<file path="src/rtl/device_event_queue_if.sv">
// device_event_queue_if
//   Request/event bundle for device_event_queue.
//   Request side : a_valid/a_id/a_on, b_valid/b_id/b_on (driven by the feeders),
//                  req_ready (shared back-pressure from the queue).
//   Event side   : change/on_off (one transition per cycle towards the counter),
//                  active_map (per-device active bitmap), dropped ({B, A} redundant pulse).
//   master = feeder / monitor side, slave = the queue itself.
interface device_event_queue_if #(
  parameter int ID_W = 4
);
  localparam int N_DEV = 2 ** ID_W;

  logic             a_valid;
  logic [ID_W-1:0]  a_id;
  logic             a_on;
  logic             b_valid;
  logic [ID_W-1:0]  b_id;
  logic             b_on;
  logic             req_ready;
  logic             change;
  logic             on_off;
  logic [N_DEV-1:0] active_map;
  logic [1:0]       dropped;

  modport master (
    output a_valid, a_id, a_on, b_valid, b_id, b_on,
    input  req_ready, change, on_off, active_map, dropped
  );

  modport slave (
    input  a_valid, a_id, a_on, b_valid, b_id, b_on,
    output req_ready, change, on_off, active_map, dropped
  );
endinterface

</file>
<file path="src/rtl/device_event_queue.sv">
// device_event_queue
//   Filters join/leave requests from two device channels against a per-device
//   active bitmap, queues only real transitions in a small FIFO and emits at most
//   one change pulse per clock (on_off = direction) for the active-device counter.
//   Ports:
//     clk  - system clock, all logic on posedge
//     rst  - synchronous active-high reset; discards queued events and clears the map
//     bus  - device_event_queue_if.slave (request channels A/B, req_ready,
//            change/on_off, active_map, dropped)
module device_event_queue #(
  parameter int ID_W  = 4,
  parameter int DEPTH = 8
) (
  input  logic                clk,
  input  logic                rst,
  device_event_queue_if.slave bus
);
  localparam int N_DEV = 2 ** ID_W;
  localparam int PTR_W = $clog2(DEPTH);
  localparam int CNT_W = PTR_W + 1;
  // Two free slots are needed because both channels may push in one cycle.
  localparam logic [CNT_W-1:0] READY_MAX = CNT_W'(DEPTH - 2);

  logic [DEPTH-1:0] fifo_mem;
  logic [PTR_W-1:0] wr_ptr;
  logic [PTR_W-1:0] rd_ptr;
  logic [CNT_W-1:0] count;
  logic [N_DEV-1:0] active_map;
  logic             change;
  logic             on_off;
  logic [1:0]       dropped;

  logic             ready;
  logic             acc_a;
  logic             acc_b;
  logic             red_a;
  logic             red_b;
  logic             push_a;
  logic             push_b;
  logic             pop;
  logic [N_DEV-1:0] map_after_a;
  logic [N_DEV-1:0] map_next;
  logic [PTR_W-1:0] wr_ptr_b;
  logic [CNT_W-1:0] count_next;

  assign ready = !rst && (count <= READY_MAX);

  // Filtering runs A first; B is judged against the map as A leaves it, so
  // A join + B join on the same id yields a single event and drops B.
  always_comb begin
    acc_a       = bus.a_valid && ready;
    red_a       = (bus.a_on == active_map[bus.a_id]);
    push_a      = acc_a && !red_a;
    map_after_a = active_map;
    if (push_a) begin
      map_after_a[bus.a_id] = bus.a_on;
    end
    acc_b    = bus.b_valid && ready;
    red_b    = (bus.b_on == map_after_a[bus.b_id]);
    push_b   = acc_b && !red_b;
    map_next = map_after_a;
    if (push_b) begin
      map_next[bus.b_id] = bus.b_on;
    end
    pop        = (count != '0);
    wr_ptr_b   = push_a ? wr_ptr + PTR_W'(1) : wr_ptr;
    count_next = count + CNT_W'(push_a) + CNT_W'(push_b) - CNT_W'(pop);
  end

  // Storage needs no reset: entries are only read when count says they are valid.
  // With at most DEPTH-2 entries held before a push, the write slots never alias
  // the head being popped in the same cycle.
  always_ff @(posedge clk) begin
    if (push_a) begin
      fifo_mem[wr_ptr] <= bus.a_on;
    end
    if (push_b) begin
      fifo_mem[wr_ptr_b] <= bus.b_on;
    end
  end

  always_ff @(posedge clk) begin
    if (rst) begin
      wr_ptr     <= '0;
      rd_ptr     <= '0;
      count      <= '0;
      active_map <= '0;
      change     <= 1'b0;
      on_off     <= 1'b0;
      dropped    <= 2'b00;
    end else begin
      wr_ptr     <= wr_ptr + PTR_W'(push_a) + PTR_W'(push_b);
      if (pop) begin
        rd_ptr <= rd_ptr + PTR_W'(1);
      end
      count      <= count_next;
      active_map <= map_next;
      change     <= pop;
      on_off     <= pop && fifo_mem[rd_ptr];
      dropped    <= {acc_b && red_b, acc_a && red_a};
    end
  end

  assign bus.req_ready  = ready;
  assign bus.change     = change;
  assign bus.on_off     = on_off;
  assign bus.active_map = active_map;
  assign bus.dropped    = dropped;
endmodule

</file>
<file path="src/flat_wrapper.sv">
// flat-port wrapper written by rule: the top's interface ports become plain ports
module device_event_queue_flat 
#(
  parameter int ID_W  = 4,
  parameter int DEPTH = 8
)
  (clk, rst, bus_a_valid, bus_a_id, bus_a_on, bus_b_valid, bus_b_id, bus_b_on, bus_req_ready, bus_change, bus_on_off, bus_active_map, bus_dropped);
  device_event_queue_if #(.ID_W(ID_W)) bus_i ();
  input  logic clk;
  input  logic rst;
  input wire logic [$bits(bus_i.a_valid)-1:0] bus_a_valid;
  input wire logic [$bits(bus_i.a_id)-1:0] bus_a_id;
  input wire logic [$bits(bus_i.a_on)-1:0] bus_a_on;
  input wire logic [$bits(bus_i.b_valid)-1:0] bus_b_valid;
  input wire logic [$bits(bus_i.b_id)-1:0] bus_b_id;
  input wire logic [$bits(bus_i.b_on)-1:0] bus_b_on;
  output wire logic [$bits(bus_i.req_ready)-1:0] bus_req_ready;
  output wire logic [$bits(bus_i.change)-1:0] bus_change;
  output wire logic [$bits(bus_i.on_off)-1:0] bus_on_off;
  output wire logic [$bits(bus_i.active_map)-1:0] bus_active_map;
  output wire logic [$bits(bus_i.dropped)-1:0] bus_dropped;
  assign bus_i.a_valid = bus_a_valid;
  assign bus_i.a_id = bus_a_id;
  assign bus_i.a_on = bus_a_on;
  assign bus_i.b_valid = bus_b_valid;
  assign bus_i.b_id = bus_b_id;
  assign bus_i.b_on = bus_b_on;
  assign bus_req_ready = bus_i.req_ready;
  assign bus_change = bus_i.change;
  assign bus_on_off = bus_i.on_off;
  assign bus_active_map = bus_i.active_map;
  assign bus_dropped = bus_i.dropped;
  device_event_queue #(.ID_W(ID_W), .DEPTH(DEPTH)) u_core (.clk(clk), .rst(rst), .bus(bus_i));
endmodule
</file>
<file path="config.mk">
export PLATFORM = sky130hd
export DESIGN_NAME = device_event_queue_flat
export DESIGN_NICKNAME = d
export VERILOG_FILES = /design/src/rtl/device_event_queue_if.sv /design/src/rtl/device_event_queue.sv /design/src/flat_wrapper.sv
export SDC_FILE = /design/constraint.sdc
export NUM_CORES = 1
export LEC_CHECK = 0
export CAP_MARGIN = 20
export CORE_ASPECT_RATIO = 2
export CORE_MARGIN = 3
export CORE_UTILIZATION = 55
export DETAILED_ROUTE_END_ITERATION = 7
export DONT_BUFFER_PORTS = 1
export GPL_TIMING_DRIVEN = 1
export PLACE_DENSITY = 0.75
export SLEW_MARGIN = 30
export SYNTH_ARGS = -nofsm -noshare
export SYNTH_HDL_FRONTEND = slang
export SYNTH_SLANG_ARGS = --single-unit
</file>
<file path="constraint.sdc">
create_clock -name clk -period 4.4 [get_ports clk]
set_clock_uncertainty 0.2 [all_clocks]
set_input_delay 1.1 -clock clk [delete_from_list [all_inputs] [get_ports clk]]
set_output_delay 1.1 -clock clk [all_outputs]
set_load 0.02 [all_outputs]
</file>
==> flow_summary.ini, run 1 <==
[sta]
transition_time_at_the_pin_with_the_least_slew_margin_ps = 590.7
min_hold_slack_ps = 329.9
report.final.setup_viol = 0
timing.slew.headroom_pct = 60.54
period_minus_slack_ps = 4002
maxClockFrequency_mhz = 249.9
hold_viol_final = 0
grt_setup_unrepaired = false
report.final.slew_viol_count = 0
min_period_over_period_pct = 90.95
postLayoutSetupSlackWorst_ps = 398.1
timing.setup.tns_ps = 0

[power]
total_leakage_power_nw = 1.272
ir_drop_mv = 0.4146
power.total_mw = 1.189
p_per_area_nw_per_um2 = 356.1

[routing]
post-route-drc-count = 0
detail-route-antenna-nets = 0
post_drt_via_cell_ratio = 7.102
routed_wl_um = 9939
avgRoutedWirePerCell_um = 22.54
drtIter0Drc = 314
firstDrtPassIters = 5
dr_total_vias = 3132

[placement]
pre_cts_slack_ps = 141.3
dp_hpwl_um = 7424
placed_cells = 435
buffer_ports.inserted = 0
gp_routability_congestion = 1.065

[yosys]
syn_avg_cell_area_um2 = 8.245
synth_cell_type_count = 66
synth_cells = 385
asyncSetResetFlopFracSynth_pct = 0
ys_seq_elements = 38
yosys_top_cell_by_area = dfxtp_1
yosysSeqAreaShare_pct = 23.97
postSynthNetCount = 410
yosysWarnings = 0
synth_area_leaders = dfxtp_1 24%, mux2_2 9.2%, mux4_2 4.3%
synth_edf_count = 0
synth_top_cell_area_share_pct = 23.97
synthesis.area_um2 = 3174
synth-main-ff-cell = dfxtp_1

[die]
num_io_pins = 35
core.rowCount = 38
die_h_um = 113.4
initial_utilization_pct = 57.55
fp.dieArea_um2 = 6774
die_width_um = 59.72
core_region_area_um2 = 5515

[worst_setup_path]
critical_path.startpoint_type = input pin
r2r_slack_ps = 540
worst_r2r_endpoint = u_core.wr_ptr[1]
crit_fanout = 8
worst_path_max_delay_cell = nor4b_1
crit_top_cell = ha_1
worstPathCellList = nand4bb_1 > nor4_1 > buf_4 > nor4b_1 > o21ai_0 > a31oi_1 > a2bb2oi_2 > mux2i_1 > xnor2_1 > ha_1 > a21o_1 > ha_1 > nor2b_1
cp_data_arrival_time_ps = 3980
reg2regPathDepth = 16
crit_type = input pin to flop
r2r-start = u_core.count[3]
cp_slowest_stage_delay_ps = 410
worstSetupEndpointType = flop
cp.required_ps = 4380

[clocking]
clock_latency_ps = 290
clkSinkCount = 38
cts_made_buffers = 5
clk_path_buf_depth = 2
clk_tree_root_cell = clkbuf_8
cts.clk_slew.worst_paths_ps = 70
htree_levels = 2
cts_hold_fix_bufs = 0
post_cts_resized = 0
cts_post_setup_buffers_inserted = 0
clock_tree_from_tritoncts = yes

[cells_and_area]
final_nets = 407
num-fill-cells = 514
layout-drive-gt1-share_pct = 19.16
multi_input_comb_area_um2 = 2213
diodes = 0
most_frequent_cells_in_the_layout = 38 x dfxtp_1, 26 x nand2_1, 26 x nor2_1, 26 x mux2_2, 23 x a21oi_1
layout.cells.most_common = dfxtp_1
instances_no_fill = 441
area_growth_from_synthesis_to_layout_pct = 5.203
area.sequential_um2 = 760.7

[global_routing]
wire_length_of_the_first_global_routing_pass_um = 15560
globalRoute.totalOverflow = 0
number_of_global_route_vias_before_repair = 3144
antenna_found_initial = 0
grt_max_degree = 36
grt.total_usage_pct = 30.41

[min_path]
timing.hold.worst_endpoint = u_core.rd_ptr[1]
timing.hold.worst_path_depth = 2
hp-class = flop to flop
hp-start = u_core.rd_ptr[1]

[job]
drv.max_cap_violation_count = 0

[outcome]
run_status = finished clean
-- flip-flops by register name (all words and copies together) (netlist names) --
signal                 flops
u_core.wr_ptr              3
u_core.fifo_mem            8
u_core.bus.active_map     16
u_core.bus.change          1
u_core.rd_ptr              3
u_core.count               4
u_core.bus.dropped         2
u_core.bus.on_off          1
-- final cells by class --
| class | instances | area share (%) |
|---|---|---|
| inverter | 17 | 1.948 |
| clock buffer | 6 | 2.473 |
| multi-input combinational | 301 | 66.28 |
| tap | 60 | 2.248 |
| timing repair buffer | 19 | 4.271 |
| sequential | 38 | 22.78 |
-- critical path: cells and delay by family --
kind                     cells  cell delay [ps]
AO/OA/AOI/OAI                4              830
AND/OR/NAND/NOR              4              950
adder cells (fa/ha/maj)      2              470
buffers and inverters        1              200
XOR/XNOR                     1              120
multiplexers                 1              300
-- cells in the mapped netlist (all sizes together) (4+ instances only) --
master   n
ha      10
nor4b    4
nor3    16
buf     12
mux4     6
and2     4
mux2i    9
nand3   21
xnor2    6
o21ai   11
a31oi   14
nor2b   16
dfxtp   38
a311oi   5
nand2   26
nor4     6
a21oi   24
clkbuf  17
nand2b   7
a211o    5
nor2    27
mux2    27
nand4    9
inv     16
-- metal layers --
metal | wire (µm) | part of all wire (%) | vias to the layer above | GRT usage [%]
li1 | - | - | 1428 | -
met1 | 3200 | 32 | 1480 | 28.65
met2 | 5343 | 54 | 170 | 54.41
met3 | 662 | 6.7 | 54 | 6.795
met4 | 733 | 7.4 | 0 | 21.15
met5 | 0 | 0 | - | 0
-- kinds of logic (layout without fill, tap and decap cells) --
logic type	after synthesis	in the layout	share of synthesized area (%)
xor gates and xnor gates	8	8	2.207
adders and majority gates	11	11	4.572
muxes	42	42	16.79
and+or+nand+nor	149	149	26.05
DFF	38	38	23.97
AOI/OAI and AO/OA	91	91	19.94
buffers and inverters	46	42	6.464
-- worst max path at each step --
stage	from	endpoint	slack, ps	depth (start not counted)
after floorplan	bus_a_id[0]	u_core.count[3]	30	14
after global placement	bus_a_id[1]	u_core.bus.active_map[14]	180	11
after detailed placement	bus_a_id[3]	u_core.wr_ptr[1]	140	13
after CTS	bus_a_id[3]	u_core.wr_ptr[1]	440	13
after global routing	bus_a_id[3]	u_core.count[1]	310	12
final	bus_a_id[3]	u_core.wr_ptr[1]	400	13
-- report_power, final --
| group | internal, mW | switching (mW) |
|---|---|---|
| Sequential | 0.403 | 0.0733 |
| Clock | 0.121 | 0.116 |
| Combinational | 0.231 | 0.245 |
| Total | 0.755 | 0.434 |
-- per-stage QoR --
stage	cell area, µm²	util (%)
after floorplan	3181	-
after global placement	3257	59.05
after detailed placement	3257	59.05
after CTS	3339	60.55
after global routing	3339	60.55
final	3339	60.55
Power figures use the tool's default switching activity.
==> run 2: changes to the inputs <==
CORE_MARGIN = 4   (was 3)
HOLD_SLACK_MARGIN = 0.02   (was default)
==> flow_summary.ini, run 2 (synthesis gave the netlist of run 1 again) <==
[clocking]
cts.clk_slew.worst_paths_ps = 70
htree_levels = 2
clock_tree_from_tritoncts = yes
cts_post_setup_buffers_inserted = 0
clock_latency_ps = 310
clk_path_buf_depth = 2
clkSinkCount = 38
post_cts_resized = 0
cts_hold_fix_bufs = 0
clk_tree_root_cell = clkbuf_8
cts_made_buffers = 5

[global_routing]
grt.total_usage_pct = 27.46
globalRoute.totalOverflow = 0
wire_length_of_the_first_global_routing_pass_um = 14440
antenna_found_initial = 0
grt_max_degree = 36
number_of_global_route_vias_before_repair = 2940

[sta]
timing.setup.tns_ps = 0
grt_setup_unrepaired = false
report.final.setup_viol = 0
min_hold_slack_ps = 313.8
report.final.slew_viol_count = 0
maxClockFrequency_mhz = 255.4
transition_time_at_the_pin_with_the_least_slew_margin_ps = 640.9
timing.slew.headroom_pct = 57.19
period_minus_slack_ps = 3915
min_period_over_period_pct = 88.97
hold_viol_final = 0

[placement]
buffer_ports.inserted = 0
dp_hpwl_um = 7061
gp_routability_congestion = 1.006

[power]
total_leakage_power_nw = 1.291
p_per_area_nw_per_um2 = 385.6
ir_drop_mv = 0.4297

[worst_setup_path]
cp.required_ps = 4390
crit_fanout = 17
crit_type = input pin to flop
critical_path.startpoint_type = input pin
cp_data_arrival_time_ps = 3900
worstSetupEndpointType = flop

[routing]
avgRoutedWirePerCell_um = 21.02
post-route-drc-count = 0
firstDrtPassIters = 5
routed_wl_um = 9291
post_drt_via_cell_ratio = 6.912
detail-route-antenna-nets = 0
drtIter0Drc = 251
dr_total_vias = 3055

[job]
drv.max_cap_violation_count = 0

[cells_and_area]
layout.cells.most_common = dfxtp_1
max_ffs_per_register = 16
final_nets = 406
area_growth_from_synthesis_to_layout_pct = 6.701
largest-register = u_core.bus.active_map
registers_with_the_most_flip_flops = u_core.bus.active_map (16), u_core.fifo_mem (8), u_core.count (4)
layout-drive-gt1-share_pct = 19.37
most_frequent_cells_in_the_layout = 38 x dfxtp_1, 26 x nand2_1, 26 x nor2_1, 26 x mux2_2, 23 x a21oi_1
diodes = 0

[die]
core_region_area_um2 = 5515
core.rowCount = 38
initial_utilization_pct = 57.55
die_h_um = 115.4
num_io_pins = 35
fp.dieArea_um2 = 7125
die_width_um = 61.72

[outcome]
run_status = finished clean

[min_path]
hp-class = flop to flop
[run 2: cell count changes in the layout (fill, tap and decap cells not counted), sizes merged]
cell and change:
clkinv +1, buf -1, bufinv +2, clkbuf -1
[run 2: area by class of cell]
type	instances	area [µm²]
multi-input cells	301	2213
well taps	60	75.07
fillers	494	2128
repair buffers	18	135.1
inverters	17	65.06
flip-flops and latches	38	760.7
clock buffers	5	68.82
clock inverters	3	68.82
[run 2: worst paths after layout]
kind / startpoint / endpoint / slack [ps] / cells past startpoint
setup / recovery: bus_a_id[0] / u_core.count[3] / 490 / 12
hold / removal: u_core.rd_ptr[1] / u_core.rd_ptr[1] / 310 / 2
setup reg to reg: u_core.count[3] / u_core.wr_ptr[1] / 620 / 15
hold reg to reg: u_core.rd_ptr[1] / u_core.rd_ptr[1] / 310 / 2
[run 2: critical path: stages]
cell	delay, ps
mux4_2	550
a22o_1	290
nor3_2	200
o21a_1	200
clkinv_2	70
ha_1	270
inv_1	40
ha_1	310
or4_1	420
o21ai_0	100
a21oi_1	70
mux2_2	270
[run 2: report_power, final]
group | switching, mW | total, mW | leakage [nW] | internal (mW)
sequential | 0.0706 | 0.474 | 0.310 | 0.403
combinational | 0.248 | 0.476 | 0.913 | 0.229
clock | 0.129 | 0.356 | 0.0683 | 0.227
total | 0.447 | 1.31 | 1.29 | 0.859
[run 2: through the flow]
stage | cell area, µm² | utilization [%] | cells | setup WS (ps) | total power, mW
after floorplan | 3181 | - | 385 | 29.81 | 0.8549
after global placement | 3249 | 58.92 | 434 | 260.7 | 0.9327
after detailed placement | 3249 | 58.92 | 434 | 203.9 | 0.9515
after CTS | 3387 | 61.41 | 442 | 520.2 | 1.313
after global routing | 3387 | 61.41 | 442 | 301.9 | 1.395
final | 3387 | 61.41 | 442 | 485.2 | 1.306
[run 2: metal layers]
metal,share of wire [%],track usage (%)
met5,0,0
met4,6.6,18.56
met3,5.8,4.125
met2,54,49.69
met1,33,26.72
==> run 3: changes to the inputs <==
MAX_ROUTING_LAYER = met4   (was default)
RECOVER_POWER = 50   (was default)
==> flow_summary.ini, run 3 (synthesis gave the netlist of run 1 again) <==
[clocking]
cts_post_setup_buffers_inserted = 0
clkSinkCount = 38
post_cts_resized = 0
clk_path_buf_depth = 2
cts.clk_slew.worst_paths_ps = 80
clock_latency_ps = 300
htree_levels = 2
cts_hold_fix_bufs = 0
cts_made_buffers = 5
clock_tree_from_tritoncts = yes
clk_tree_root_cell = clkbuf_8

[global_routing]
globalRoute.totalOverflow = 0
antenna_found_initial = 0
number_of_global_route_vias_before_repair = 3062
grt_max_degree = 36
wire_length_of_the_first_global_routing_pass_um = 15210
grt.total_usage_pct = 29.71

[placement]
buffer_ports.inserted = 0
pre_cts_slack_ps = 196.0
dp_hpwl_um = 7121
gp_routability_congestion = 1.013
placed_cells = 434

[sta]
period_minus_slack_ps = 3961
timing.slew.headroom_pct = 54.84
report.final.setup_viol = 0
hold_viol_final = 0
timing.setup.tns_ps = 0
postLayoutSetupSlackWorst_ps = 439.0
transition_time_at_the_pin_with_the_least_slew_margin_ps = 660.4
report.final.slew_viol_count = 0
grt_setup_unrepaired = false
maxClockFrequency_mhz = 252.5
min_period_over_period_pct = 90.02

[routing]
routed_wl_um = 9534
drtIter0Drc = 351
firstDrtPassIters = 7
dr_total_vias = 3086
post_drt_via_cell_ratio = 6.982
post-route-drc-count = 0
detail-route-antenna-nets = 0
avgRoutedWirePerCell_um = 21.57

[worst_setup_path]
critical_path.startpoint_type = flop
crit_fanout = 7
worstPathCellList = inv_1 > ha_1 > and3_4 > nor3_1 > a21oi_1 > a2111oi_0 > a211o_1 > a2bb2oi_2 > mux2i_1 > xnor2_1 > ha_1 > a21o_1 > ha_1 > nor2b_1
worst_path_max_delay_cell = a2111oi_0
crit_type = flop to flop
worstSetupEndpointType = flop
cp_data_arrival_time_ps = 3960
cp.required_ps = 4400
cp_slowest_stage_delay_ps = 640
crit_top_cell = ha_1

[cells_and_area]
most_frequent_cells_in_the_layout = 38 x dfxtp_1, 26 x nand2_1, 26 x nor2_1, 26 x mux2_2, 23 x a21oi_1
instances_no_fill = 442
max_ffs_per_register = 16
largest-register = u_core.bus.active_map
registers_with_the_most_flip_flops = u_core.bus.active_map (16), u_core.fifo_mem (8), u_core.count (4)
diodes = 0
final_nets = 406
finish.utilization_pct = 60.82
area_growth_from_synthesis_to_layout_pct = 5.676
layout-drive-gt1-share_pct = 19.11
layout.cells.most_common = dfxtp_1

[power]
total_leakage_power_nw = 1.276
power_frac_comb_pct = 38.0
pwr-share-clk_pct = 23.8
p_per_area_nw_per_um2 = 369.9
switching_share_pct = 36.03
p_switching_uw = 447.2
intPower_uw = 793.7
ir_drop_mv = 0.3816
power.sequential.fraction_pct = 38.2

[die]
initial_utilization_pct = 57.55
die_width_um = 61.72
die_h_um = 115.4
num_io_pins = 35
core.rowCount = 38
fp.dieArea_um2 = 7125
core_region_area_um2 = 5515

[min_path]
hp-class = flop to flop

[job]
drv.max_cap_violation_count = 0

[outcome]
run_status = finished clean
[run 3: cell type report]
class	instances	area, µm²
timing repair buffer	18	131.4
sequential	38	760.7
clock inverter	3	40.04
tap	60	75.07
inverter	17	65.06
clock buffer	5	68.82
fill	497	2161
multi-input combinational	301	2213
[run 3: routing by layer]
| layer | share of wire, % | up-vias | GRT usage, % |
|---|---|---|---|
| met1 | 34 | 1440 | 29.48 |
| met5 | 0 | - | - |
| li1 | - | 1432 | - |
| met2 | 53 | 164 | 50.17 |
| met3 | 5.5 | 50 | 4.013 |
| met4 | 7.3 | 0 | 21.39 |
[run 3: worst max-delay path: cells and delay by family (launching register included)]
kind                     cells  cell delay, ps
flip-flops                   1             340
AO/OA/AOI/OAI                5            1410
XOR/XNOR                     1             100
adder cells (fa/ha/maj)      3             660
multiplexers                 1             310
buffers and inverters        1              60
AND/OR/NAND/NOR              3             800
[run 3: stage by stage]
| stage | hold WS [ps] | power, mW | instance area (µm²) |
|---|---|---|---|
| finish | 338.8 | 1.241 | 3354 |
| global route | 356.3 | 1.333 | 3354 |
| global placement | 308.0 | 0.9341 | 3249 |
| floorplan | 270.6 | 0.8549 | 3181 |
| detailed placement | 318.9 | 0.9491 | 3249 |
| CTS | 328.8 | 1.245 | 3358 |
[run 3: power by group through the flow]
stage / registers (mW) / clock network, mW / logic [mW]
floorplan: 0.460 / 0 / 0.395
global placement: 0.481 / 0 / 0.453
detailed placement: 0.482 / 0 / 0.467
CTS: 0.474 / 0.301 / 0.470
global route: 0.482 / 0.315 / 0.536
finish: 0.474 / 0.295 / 0.472
[run 3: worst paths after layout]
| kind | from | to | slack, ps | depth (start not counted) |
|---|---|---|---|---|
| max | u_core.count[3] | u_core.wr_ptr[1] | 440 | 14 |
| min | u_core.rd_ptr[1] | u_core.rd_ptr[1] | 340 | 2 |
| max reg2reg | u_core.count[3] | u_core.wr_ptr[1] | 440 | 14 |
| min reg2reg | u_core.rd_ptr[1] | u_core.rd_ptr[1] | 340 | 2 |
